$ cat src/rtl/mips_pkg.sv
// Shared constants, fetch-state enum and address helper for the instruction fetch slice.
package mips_pkg;

   localparam int unsigned XLEN   = 32;
   localparam int unsigned OP_MSB = 31;
   localparam int unsigned OP_LSB = 26;
   localparam int unsigned OP_W   = OP_MSB - OP_LSB + 1;

   localparam logic [XLEN-1:0] NOP_WORD_DEFAULT = 32'h0000_0000;
   localparam logic [XLEN-1:0] PC_STEP          = 32'd4;

   typedef enum logic {
      StFetch,
      StHold
   } fetch_state_e;

   function automatic logic [XLEN-1:0] word_align(input logic [XLEN-1:0] addr);
      return {addr[XLEN-1:2], 2'b00};
   endfunction

endpackage

$ cat src/rtl/if_id_reg.sv
// IF/ID pipeline register: load has priority over flush; otherwise contents are held.
module if_id_reg
   import mips_pkg::*;
#(
   parameter logic [XLEN-1:0] NOP_WORD = NOP_WORD_DEFAULT
) (
   input  logic            clk,
   input  logic            reset,
   input  logic            load,
   input  logic            flush,
   input  logic [XLEN-1:0] instr_in,
   input  logic [XLEN-1:0] pc4_in,
   output logic [XLEN-1:0] if_instr,
   output logic [XLEN-1:0] if_pc4,
   output logic            if_valid
);

   logic [XLEN-1:0] instr_d, instr_q;
   logic [XLEN-1:0] pc4_d, pc4_q;
   logic            valid_d, valid_q;

   // if_pc4 is only rewritten alongside a real instruction, never on a flush.
   always_comb begin
      instr_d = instr_q;
      pc4_d   = pc4_q;
      valid_d = valid_q;
      if (load) begin
         instr_d = instr_in;
         pc4_d   = pc4_in;
         valid_d = 1'b1;
      end else if (flush) begin
         instr_d = NOP_WORD;
         valid_d = 1'b0;
      end
   end

   always_ff @(posedge clk) begin
      if (reset) begin
         instr_q <= NOP_WORD;
         pc4_q   <= '0;
         valid_q <= 1'b0;
      end else begin
         instr_q <= instr_d;
         pc4_q   <= pc4_d;
         valid_q <= valid_d;
      end
   end

   assign if_instr = instr_q;
   assign if_pc4   = pc4_q;
   assign if_valid = valid_q;

endmodule

$ cat src/rtl/instruction_fetch.sv
// Fetch FSM, PC and pending buffer feeding the IF/ID register.
// Optional stall counter enabled by defining IFETCH_STALL_COUNTER_EN.
module instruction_fetch
   import mips_pkg::*;
#(
   parameter logic [XLEN-1:0] RESET_PC = 32'h0000_0000,
   parameter logic [XLEN-1:0] NOP_WORD = NOP_WORD_DEFAULT
) (
   input  logic            clk,
   input  logic            reset,
   input  logic            stall,
   input  logic            branch_taken,
   input  logic [XLEN-1:0] branch_target,
   output logic            imem_req,
   output logic [XLEN-1:0] imem_addr,
   input  logic            imem_ack,
   input  logic [XLEN-1:0] imem_rdata,
   output logic [XLEN-1:0] if_instr,
   output logic [XLEN-1:0] if_pc4,
   output logic            if_valid,
   output logic [OP_W-1:0] op,
   output logic [XLEN-1:0] stall_cycles
);

   fetch_state_e    state_d, state_q;
   logic [XLEN-1:0] pc_d, pc_q;
   logic [XLEN-1:0] pending_d, pending_q;
   logic [XLEN-1:0] pc4;
   logic            load, flush;
   logic [XLEN-1:0] load_instr;

   assign pc4 = pc_q + PC_STEP;

   always_comb begin
      state_d    = state_q;
      pc_d       = pc_q;
      pending_d  = pending_q;
      load       = 1'b0;
      flush      = 1'b0;
      load_instr = imem_rdata;
      if (branch_taken) begin
         // Redirect wins over everything; any word acked this cycle is dropped.
         pc_d      = word_align(branch_target);
         pending_d = '0;
         flush     = 1'b1;
         state_d   = StFetch;
      end else begin
         unique case (state_q)
            StFetch: begin
               if (imem_ack && !stall) begin
                  load = 1'b1;
                  pc_d = pc4;
               end else if (imem_ack && stall) begin
                  pending_d = imem_rdata;
                  state_d   = StHold;
               end else if (!imem_ack && !stall) begin
                  flush = 1'b1;
               end
            end
            StHold: begin
               if (!stall) begin
                  load_instr = pending_q;
                  load       = 1'b1;
                  pc_d       = pc4;
                  state_d    = StFetch;
               end
            end
            default: state_d = StFetch;
         endcase
      end
   end

   always_ff @(posedge clk) begin
      if (reset) begin
         state_q   <= StFetch;
         pc_q      <= word_align(RESET_PC);
         pending_q <= '0;
      end else begin
         state_q   <= state_d;
         pc_q      <= pc_d;
         pending_q <= pending_d;
      end
   end

   assign imem_req  = (state_q == StFetch);
   assign imem_addr = word_align(pc_q);
   assign op        = if_instr[OP_MSB:OP_LSB];

   if_id_reg #(
      .NOP_WORD(NOP_WORD)
   ) u_if_id_reg (
      .clk     (clk),
      .reset   (reset),
      .load    (load),
      .flush   (flush),
      .instr_in(load_instr),
      .pc4_in  (pc4),
      .if_instr(if_instr),
      .if_pc4  (if_pc4),
      .if_valid(if_valid)
   );

`ifdef IFETCH_STALL_COUNTER_EN
   logic [XLEN-1:0] stall_cnt_d, stall_cnt_q;

   always_comb begin
      stall_cnt_d = stall_cnt_q;
      if (stall && if_valid && (stall_cnt_q != '1)) begin
         stall_cnt_d = stall_cnt_q + 32'd1;
      end
   end

   always_ff @(posedge clk) begin
      if (reset) begin
         stall_cnt_q <= '0;
      end else begin
         stall_cnt_q <= stall_cnt_d;
      end
   end

   assign stall_cycles = stall_cnt_q;
`else
   assign stall_cycles = '0;
`endif

endmodule

$ cat config.mk
export PLATFORM = sky130hd
export DESIGN_NAME = instruction_fetch
export DESIGN_NICKNAME = d
export VERILOG_FILES = /design/src/rtl/mips_pkg.sv /design/src/rtl/if_id_reg.sv /design/src/rtl/instruction_fetch.sv
export SDC_FILE = /design/constraint.sdc
export NUM_CORES = 1
export LEC_CHECK = 0
export ABC_AREA = 0
export BUFFER_PORTS_ARGS = -buffer_cell sky130_fd_sc_hd__buf_2
export CORE_MARGIN = 2
export CORE_UTILIZATION = 51
export CTS_CLUSTER_DIAMETER = 100
export DETAILED_ROUTE_END_ITERATION = 10
export PLACE_DENSITY = 0.87
export RECOVER_POWER = 100
export SKIP_CTS_REPAIR_TIMING = 1
export SLEW_MARGIN = 5
export SYNTH_ARGS = -nofsm -noshare
export SYNTH_HDL_FRONTEND = slang
export SYNTH_SLANG_ARGS = --single-unit
$ cat constraint.sdc
create_clock -name clk -period 2.6 [get_ports clk]
set_input_delay 0.26 -clock clk [delete_from_list [all_inputs] [get_ports clk]]
set_output_delay 0.26 -clock clk [all_outputs]
set_load 0.02 [all_outputs]
==> impl_metrics.ini <==
[run_status]
status = completed

[floorplanning]
rows = 40
die_h_um = 115
start_util_pct = 52.1
dieArea_um2 = 13100
core-area_um2 = 12000
ios = 205
die_w_um = 115

[drt]
drtIter0Drc = 454
ant_nets = 0
drt-met1-wl_um = 7250
topRoutingLayerUsed = met4
routed_wirelength_um = 17200
drt_pass1_iterations = 4
route.met3.wl_um = 1190
via_per_inst = 5.84
wl_per_cell_um = 16.5
vias = 6111
drcViolationCount = 0
dr_wl_met2_um = 8220

[sta]
fin_ws_ns = 0.256
slew_headroom_pct = 29.0
grt_setup_unrepaired = false
finalSetupViolations = 0
fmax_ghz = 0.427
worstMarginPinSlew_ns = 1.06
fin_skew_ns = 0.0114
drv_slew = 0
hold_violations = 0
fin_crit_ns = 2.34
period_share_pct = 90.1
setup-tns-final_ns = 0

[critical_path]
crit_family = simple AND/OR/NAND/NOR gates
crit_type = reg -> reg
crit_required_ns = 2.93
r2r_end = u_if_id_reg.if_pc4[24]
critPathMaxStageDelay_ns = 0.69
path_cells = ha_1 -> nand3_2 -> or4_1 -> or3_1 -> a311oi_1
end_kind = flop
startpoint_type = flop
crit_buf_inv = 0
r2r_start = pc_q[2]
slowest_stage = or4_1
reg2regPathDepth = 5
path_max_fanout = 10
cp.arrival_ns = 2.68
r2r_slack_ns = 0.26

[global_route]
grt_max_degree = 42
grt_usage_pct = 25.7
globalRouteOverflowTotal = 0
grt_pass1_vias = 5376
grt_pass1_wl_um = 26700
antenna_found_initial = 0

[clocking]
cts_tree = yes
cts.sinks = 126
cts_buffers = 17
clk_pin_slew_ns = 0.06
h-tree-depth = 4
clock_latency_ns = 0.42
cts_root_buf = clkbuf_16
clk_path_buf_depth = 2

[final_layout]
fin_area_um2 = 7530
num_antenna_cells = 0
final_util_pct = 62.9
area_delta_synth_final_pct = 20.9
drive_above_1_share_pct = 16.4
fin_nets = 957

[synth]
yosysUniqueCellTypes = 54
ys_warn_count = 0
yosysSeqAreaShare_pct = 40.5
syn_area_um2 = 6230
synth_area_per_cell_um2 = 8.33
async_flop_share_pct = 0
ys_seq_elements = 126
ys.flop_type = dfxtp_1
synth_cells = 748
synth-edff-count = 0

[place]
dpl.hpwl_um = 11500
place_congestion = 0.868
port_buffers = 166
dp_slack_ns = 0.293
placed_cell_area_um2 = 7010

[pwr]
powerDensity_nw_per_um2 = 718
power_mw = 5.41
ir_drop_uv = 401
p_leak_nw = 2.73

[worst_hold_path]
hold_depth = 2
hold_start = branch_target[24]
min_path_type = in -> reg
min_to = pc_q[24]

[flow_run]
maxCapViolCount = 0
## worst register-to-register path: cells and delay by family (launching register included)
kind / cells / cell delay (ns)
adders and majority gates: 1 / 0.28
DFF: 1 / 0.45
AOI/OAI and AO/OA: 1 / 0.25
and+or+nand+nor: 3 / 1.29
## cells by family after synthesis
| logic type | share of synthesized area [%] |
|---|---|
| compound gates | 18.7 |
| flops | 40.5 |
| other cells | 0.0602 |
| fa+ha+maj | 0.201 |
| simple gates | 21.9 |
| buf+inv | 9.91 |
| xor+xnor | 2.95 |
| mux | 5.79 |
## layer usage
layer	vias up	track usage [%]
met5	-	0
met4	0	12.8
met3	56	5.24
met2	273	41.4
met1	2878	32.7
li1	2904	-
## where the power goes
part	total, mW	switching (mW)	internal (mW)
Combinational	0.578	0.387	0.190
Sequential	2.11	0.0952	2.01
Clock	2.72	0.855	1.87
## Yosys cell counts, types with 16 or more instances
cell type | instances | area [µm²]
a211oi_1 | 33 | 248
a21oi_1 | 39 | 195
a22oi_1 | 32 | 240
a311oi_1 | 17 | 149
buf_4 | 42 | 315
clkbuf_1 | 48 | 180
dfxtp_1 | 126 | 2520
mux2_2 | 24 | 270
nand2_1 | 87 | 327
nand4_1 | 16 | 100
nor2_1 | 89 | 334
nor4_1 | 17 | 106
## cell usage in the layout (no fill, tap or decap), drive strengths merged, types with 5 or more instances in the layout
| master | instances |
|---|---|
| nand3 | 15 |
| clkbuf | 128 |
| o31ai | 6 |
| and4 | 13 |
| nor2 | 89 |
| buf | 82 |
| nand4 | 16 |
| o21ai | 10 |
| or4 | 5 |
| nor4 | 18 |
| inv | 15 |
| xnor2 | 15 |
| mux2 | 32 |
| a311oi | 17 |
| a2111oi | 7 |
| nand2 | 87 |
| xor2 | 6 |
| and3 | 8 |
| bufinv | 6 |
| a22oi | 32 |
| a21oi | 39 |
| or3 | 10 |
| a211oi | 33 |
| dfxtp | 126 |
| nor3 | 12 |
| conb | 36 |
## how the worst max path moves through the flow
stage,start,to,slack [ns],cells after the start
after CTS,pc_q[2],u_if_id_reg.if_pc4[24],0.24,5
final,pc_q[2],u_if_id_reg.if_pc4[24],0.26,5
after global placement,pc_q[2],pc_q[16],0.35,5
after detailed placement,pc_q[2],pc_q[16],0.29,5
after global routing,pc_q[6],pc_q[17],0.07,5
after floorplan,pc_q[2],pc_q[16],0.34,6
## through the flow
step | cells | hold WS [ns]
floorplan | 783 | 0.386
global placement | 1015 | 0.437
detailed placement | 1015 | 0.445
CTS | 1047 | 0.0569
global route | 1047 | 0.0617
finish | 1047 | 0.0639
## area by class of cell
class	instances	area [µm²]
well taps	147	184
clock buffers	21	470
clock inverters	11	210
multi-input cells	538	3210
fillers	1065	4430
inverters	15	56.3
flip-flops and latches	126	2520
repair buffers	189	871
## registers in the layout, summed over array words and instances, names as in the netlist
name / count
pending_q: 32
u_if_id_reg.if_instr: 32
pc_q: 30
u_if_id_reg.if_valid: 1
u_if_id_reg.if_pc4: 30
state_q: 1
Note: power is estimated with default switching activity, not from simulation.
